==> src/rtl/lifo_stack.sv <==
// lifo_stack: parameterised LIFO with an internally owned stack pointer.
// The block supports a peekable top, simultaneous push/pop (replace-top),
// a synchronous flush, and sticky overflow/underflow flags.
//
// Ports:
//   clk        rising-edge clock
//   rst        synchronous active-low reset
//   push/pop   write / read requests
//   clear      synchronous flush; count returns to 0 and data_out holds
//   err_clr    clears the sticky error flags; a same-cycle error event wins
//   data_in    word to push
//   data_out   registered last popped word
//   pop_valid  one-cycle pulse when data_out was updated
//   top        combinational peek of mem[count-1]; 0 when empty
//   count      number of stored entries, 0..DEPTH
//   full/empty decoded from registered count
//   overflow   sticky: a push was refused while full
//   underflow  sticky: a pop was refused while empty
module lifo_stack #(
  parameter int unsigned WIDTH = 8,
  parameter int unsigned DEPTH = 4,
  parameter int unsigned CNT_W = $clog2(DEPTH + 1)
) (
  input  logic             clk,
  input  logic             rst,
  input  logic             push,
  input  logic             pop,
  input  logic             clear,
  input  logic             err_clr,
  input  logic [WIDTH-1:0] data_in,
  output logic [WIDTH-1:0] data_out,
  output logic             pop_valid,
  output logic [WIDTH-1:0] top,
  output logic [CNT_W-1:0] count,
  output logic             full,
  output logic             empty,
  output logic             overflow,
  output logic             underflow
);

  localparam int unsigned AW = (DEPTH > 1) ? $clog2(DEPTH) : 1;

  logic [WIDTH-1:0] mem_q [DEPTH];

  logic [CNT_W-1:0] count_q, count_d;
  logic [WIDTH-1:0] data_out_q, data_out_d;
  logic             pop_valid_q, pop_valid_d;
  logic             overflow_q, overflow_d;
  logic             underflow_q, underflow_d;

  logic             mem_we;
  logic [AW-1:0]    mem_waddr;
  logic [WIDTH-1:0] mem_wdata;
  logic             ovf_evt;
  logic             unf_evt;

  logic             is_empty;
  logic             is_full;
  logic [AW-1:0]    top_idx;
  logic [AW-1:0]    push_idx;

  // Status decode from registered count only.
  assign is_empty = (count_q == '0);
  assign is_full  = (count_q == CNT_W'(DEPTH));
  // top_idx wraps when empty; every user of it is gated by !is_empty.
  assign top_idx  = AW'(count_q - CNT_W'(1));
  // push_idx truncates when full; it is only used when not full.
  assign push_idx = AW'(count_q);

  // Next-state and memory-write decode in priority order.
  always_comb begin
    count_d     = count_q;
    data_out_d  = data_out_q;
    pop_valid_d = 1'b0;
    overflow_d  = overflow_q;
    underflow_d = underflow_q;
    mem_we      = 1'b0;
    mem_waddr   = push_idx;
    mem_wdata   = data_in;
    ovf_evt     = 1'b0;
    unf_evt     = 1'b0;

    if (clear) begin
      count_d = '0;
    end else if (push && pop) begin
      if (!is_empty) begin
        // Replace-top: return the old top and overwrite it in one cycle.
        data_out_d  = mem_q[top_idx];
        pop_valid_d = 1'b1;
        mem_we      = 1'b1;
        mem_waddr   = top_idx;
      end else begin
        // The pop half has nothing to take, so only the push proceeds.
        mem_we    = 1'b1;
        mem_waddr = '0;
        count_d   = CNT_W'(1);
        unf_evt   = 1'b1;
      end
    end else if (push) begin
      if (!is_full) begin
        mem_we  = 1'b1;
        count_d = count_q + CNT_W'(1);
      end else begin
        ovf_evt = 1'b1;
      end
    end else if (pop) begin
      if (!is_empty) begin
        data_out_d  = mem_q[top_idx];
        pop_valid_d = 1'b1;
        count_d     = count_q - CNT_W'(1);
      end else begin
        unf_evt = 1'b1;
      end
    end

    // Sticky flags: err_clr clears them, but a same-cycle event sets them.
    if (err_clr) begin
      overflow_d  = 1'b0;
      underflow_d = 1'b0;
    end
    if (ovf_evt) overflow_d  = 1'b1;
    if (unf_evt) underflow_d = 1'b1;
  end

  // Control and status registers.
  always_ff @(posedge clk) begin
    if (!rst) begin
      count_q     <= '0;
      data_out_q  <= '0;
      pop_valid_q <= 1'b0;
      overflow_q  <= 1'b0;
      underflow_q <= 1'b0;
    end else begin
      count_q     <= count_d;
      data_out_q  <= data_out_d;
      pop_valid_q <= pop_valid_d;
      overflow_q  <= overflow_d;
      underflow_q <= underflow_d;
    end
  end

  // Storage has no reset; writes are blocked while reset is asserted.
  always_ff @(posedge clk) begin
    if (rst && mem_we) begin
      mem_q[mem_waddr] <= mem_wdata;
    end
  end

  assign data_out  = data_out_q;
  assign pop_valid = pop_valid_q;
  assign count     = count_q;
  assign full      = is_full;
  assign empty     = is_empty;
  assign overflow  = overflow_q;
  assign underflow = underflow_q;
  assign top       = is_empty ? '0 : mem_q[top_idx];

endmodule

==> config.mk <==
export PLATFORM = sky130hd
export DESIGN_NAME = lifo_stack
export DESIGN_NICKNAME = d
export VERILOG_FILES = /design/src/rtl/lifo_stack.sv
export SDC_FILE = /design/constraint.sdc
export NUM_CORES = 1
export LEC_CHECK = 0
export BUFFER_PORTS_ARGS = -buffer_cell sky130_fd_sc_hd__clkbuf_2
export CELL_PAD_IN_SITES_DETAIL_PLACEMENT = 0
export CELL_PAD_IN_SITES_GLOBAL_PLACEMENT = 1
export CORE_MARGIN = 3
export CORE_UTILIZATION = 44
export DETAILED_ROUTE_END_ITERATION = 16
export GPL_TIMING_DRIVEN = 0
export PLACE_DENSITY = 0.83
export RECOVER_POWER = 50
export SYNTH_ARGS = -nofsm -noshare
export SYNTH_HDL_FRONTEND = slang
export SYNTH_SLANG_ARGS = --single-unit
==> constraint.sdc <==
create_clock -name clk -period 3.2 [get_ports clk]
set_input_delay 0.16 -clock clk [delete_from_list [all_inputs] [get_ports clk]]
set_output_delay 0.16 -clock clk [all_outputs]
set_load 0.005 [all_outputs]
==> summary.txt <==
Cells and area
  • Share of post-route cells with drive strength above 1: 19.6%
  • Layout net count: 205
  • ANT cells: 0
  • Area Growth Syn to Fin: 15.5%
  • Final instance area: 2350 um^2

Logic synthesis
  • Cells after Synth: 144
  • Register area share after synthesis: 61.1%
  • YS warnings: 0
  • Syn_area_per_cell: 14.1 um^2
  • Synthesized area: 2030 um^2
  • Syn_nets: 161
  • Cell variety after synth: 36
  • Synth Register Bits: 46

Route
  • Starting DRT DRC Count: 87
  • Drc violations: 0
  • Average wire per standard cell: 16.2 um
  • Number of iterations in the first detailed-routing pass: 4
  • Vias per inst: 5.55
  • Post-route ant nets: 0
  • Wirelength, routed: 3900 um
  • DR vias: 1337

Clock tree
  • CTS Buf Count: 5
  • CTS tree: yes
  • Hold Buf Count CTS: 0
  • Setup repair bufs after CTS: 0
  • # clock sinks: 46
  • Root buf cell: clkbuf_8
  • H-Tree Depth: 2
  • Worst skew pair latency: 280 ps
  • Post-CTS sizing: 0
  • Max Root-Sink Buffers: 2
  • CTS clock-pin slew for the worst setup and hold paths: 80 ps

Worst setup path
  • Arr. time, crit path: 2630 ps
  • Critical path type: reg -> reg
  • Critical path endpoint category: flop
  • Max Fanout on Critical Path: 10
  • WP data required: 3110 ps
  • Crit start category: flop

STA
  • Crit path time final: 2720 ps
  • Final setup vio count: 0
  • Final hold vios: 0
  • Peak Freq: 368 MHz
  • Rel. slew slack: 39.6%
  • Final period util: 84.8%
  • Clock Skews: 6.24 ps
  • Count of final max-slew check failures: 0
  • Setup TNS: 0 ps
  • Worst-Margin Slew: 906 ps
  • Unrepaired setup endpoints after global routing: false

Power
  • Worst VDD drop: 0.000361 V
  • Total power: 1100 uW
  • Leak: 0.000873 uW
  • PD cells: 470 nW/um^2

Global route
  • Met2 Track Usage GR: 24.4%
  • Total GRT Usage: 14.9%
  • Met1 Resource Use GR: 20.4%
  • GRT busiest layer: met2
  • Largest net degree at the start of global routing: 15
  • Antenna violations before repair: 0
  • Grt ovf: 0
  • Global-route wire length before repair: 6050 um
  • Vias in the first global route: 1215
  • Met3 usage: 4.32%

Floorplanning
  • Die Y: 73.9 um
  • Die ar.: 5470 um^2
  • Initial Util: 46.0%
  • Cell Rows: 24
  • Number of I/O pins: 38
  • Die W: 73.9 um
  • Core region area: 4410 um^2

Status
  • Status: finished clean

Placed design
  • Placement Cell Area: 2280 um^2
  • Post-DP HPWL: 2870 um
  • Port Buffers: 37
  • GP Congestion: 0.842

Run
  • Number of max-cap violations: 0

Worst hold path
  • Hold crit path type: in -> reg
==> cells in the mapped netlist <==
master     count  share of area (%)
and3_1         1               0.31
a31oi_1        1               0.31
a22o_1         9                3.9
o221ai_1       1               0.43
mux2i_1        3                1.5
nand3b_1       3                1.1
mux4_2         1                1.1
ha_1           3                1.8
nand2_1        5               0.92
a311oi_1       1               0.43
nor2_1         6                1.1
and3b_1        1               0.43
and2_2         1               0.37
buf_8          1               0.74
nor2b_1        1               0.31
nor3_1         1               0.25
clkbuf_1       1               0.18
nand2b_1       6                1.8
o21ai_0        2               0.49
a221oi_1       1               0.43
a32oi_1        1               0.43
inv_1          8                1.5
mux4_1         7                9.1
and2_1         8                2.5
a2bb2oi_1      1               0.43
o22ai_1        2               0.62
nor4_1         1               0.31
dfxtp_1       14                 14
nand3_1        5                1.2
o2111ai_1      1               0.43
edfxtp_1      32                 47
buf_6          1               0.55
a21boi_2       1               0.55
a21oi_1        7                1.7
buf_2          5                1.2
a211oi_1       1               0.37
==> per-stage QoR <==
step / hold slack, ps / setup WS (ps) / util [%] / std cells
after global routing: 129 / 250 / 53.1 / 241
after floorplan: 259 / 944 / - / 144
after global placement: 372 / 541 / 51.7 / 233
final: 132 / 485 / 53.1 / 241
after detailed placement: 381 / 456 / 51.7 / 233
after CTS: 84.1 / 472 / 53.6 / 241
==> worst max-delay path: stages (launching register included) <==
cell and delay [ps]:
dfxtp_1 340, buf_6 150, buf_8 140, inv_1 180, ha_1 170, buf_2 200, nand2b_1 100, inv_1 100
o21ai_0 110, nand2b_1 160, a21oi_1 670
==> metal layers <==
| layer | vias to the layer above | routed length [um] |
|---|---|---|
| li1 | 646 | - |
| met1 | 651 | 1720 |
| met2 | 38 | 1940 |
| met3 | 2 | 225 |
| met4 | 0 | 18 |
| met5 | - | 0 |
==> state kept, by name, summed over array words and instances, names as in the netlist <==
| signal | cells |
|---|---|
| overflow | 1 |
| pop_valid | 1 |
| mem_q | 32 |
| data_out | 8 |
| underflow | 1 |
| count | 3 |
==> area by class of cell <==
class,instances,area [um^2]
Tap cell,52,65.1
Clock inverter,2,13.8
Sequential cell,46,1240
Clock buffer,6,72.6
Multi-Input combinational cell,82,704
Timing Repair Buffer,37,165
Buffer,8,53.8
Fill cell,381,2070
Inverter,8,30.0
==> kinds of logic after synthesis <==
group | after synthesis | synth area share [%]
AO/OA/AOI/OAI | 29 | 10.5
flip-flops | 46 | 61.1
adder cells (fa/ha/maj) | 3 | 1.85
multiplexers | 11 | 11.6
buffers and inverters | 16 | 4.19
AND/OR/NAND/NOR | 39 | 10.7
==> power by group <==
group / switching (uW) / internal, uW
clock: 183 / 154
sequential: 5.01 / 645
combinational: 65.1 / 51.4
==> path summary, 6_finish.rpt <==
check / start / to / slack (ps) / depth (start not counted)
setup / recovery: count[0]$_SDFFE_PP0P_ / mem_q[2][2]$_DFFE_PP_ / 480 / 10
hold / removal: data_in[0] / mem_q[3][0]$_DFFE_PP_ / 130 / 1
setup reg to reg: count[0]$_SDFFE_PP0P_ / mem_q[2][2]$_DFFE_PP_ / 480 / 10
hold reg to reg: data_out[2]$_SDFFE_PN0P_ / data_out[2]$_SDFFE_PN0P_ / 480 / 1
==> placed cells by master, fill, tap and decap left out, types with 4 or more instances in the layout <==
cell / synthesis / layout
nand3_1: 5 / 5
nand2b_1: 6 / 6
a22o_1: 9 / 9
edfxtp_1: 32 / 32
buf_2: 5 / 4
a21oi_1: 7 / 7
dfxtp_1: 14 / 14
nor2_1: 6 / 6
clkbuf_8: 0 / 5
mux4_1: 7 / 7
clkbuf_1: 1 / 19
inv_1: 8 / 8
clkbuf_2: 0 / 21
nand2_1: 5 / 5
and2_1: 8 / 8
Note: power is estimated with default switching activity, not from simulation.
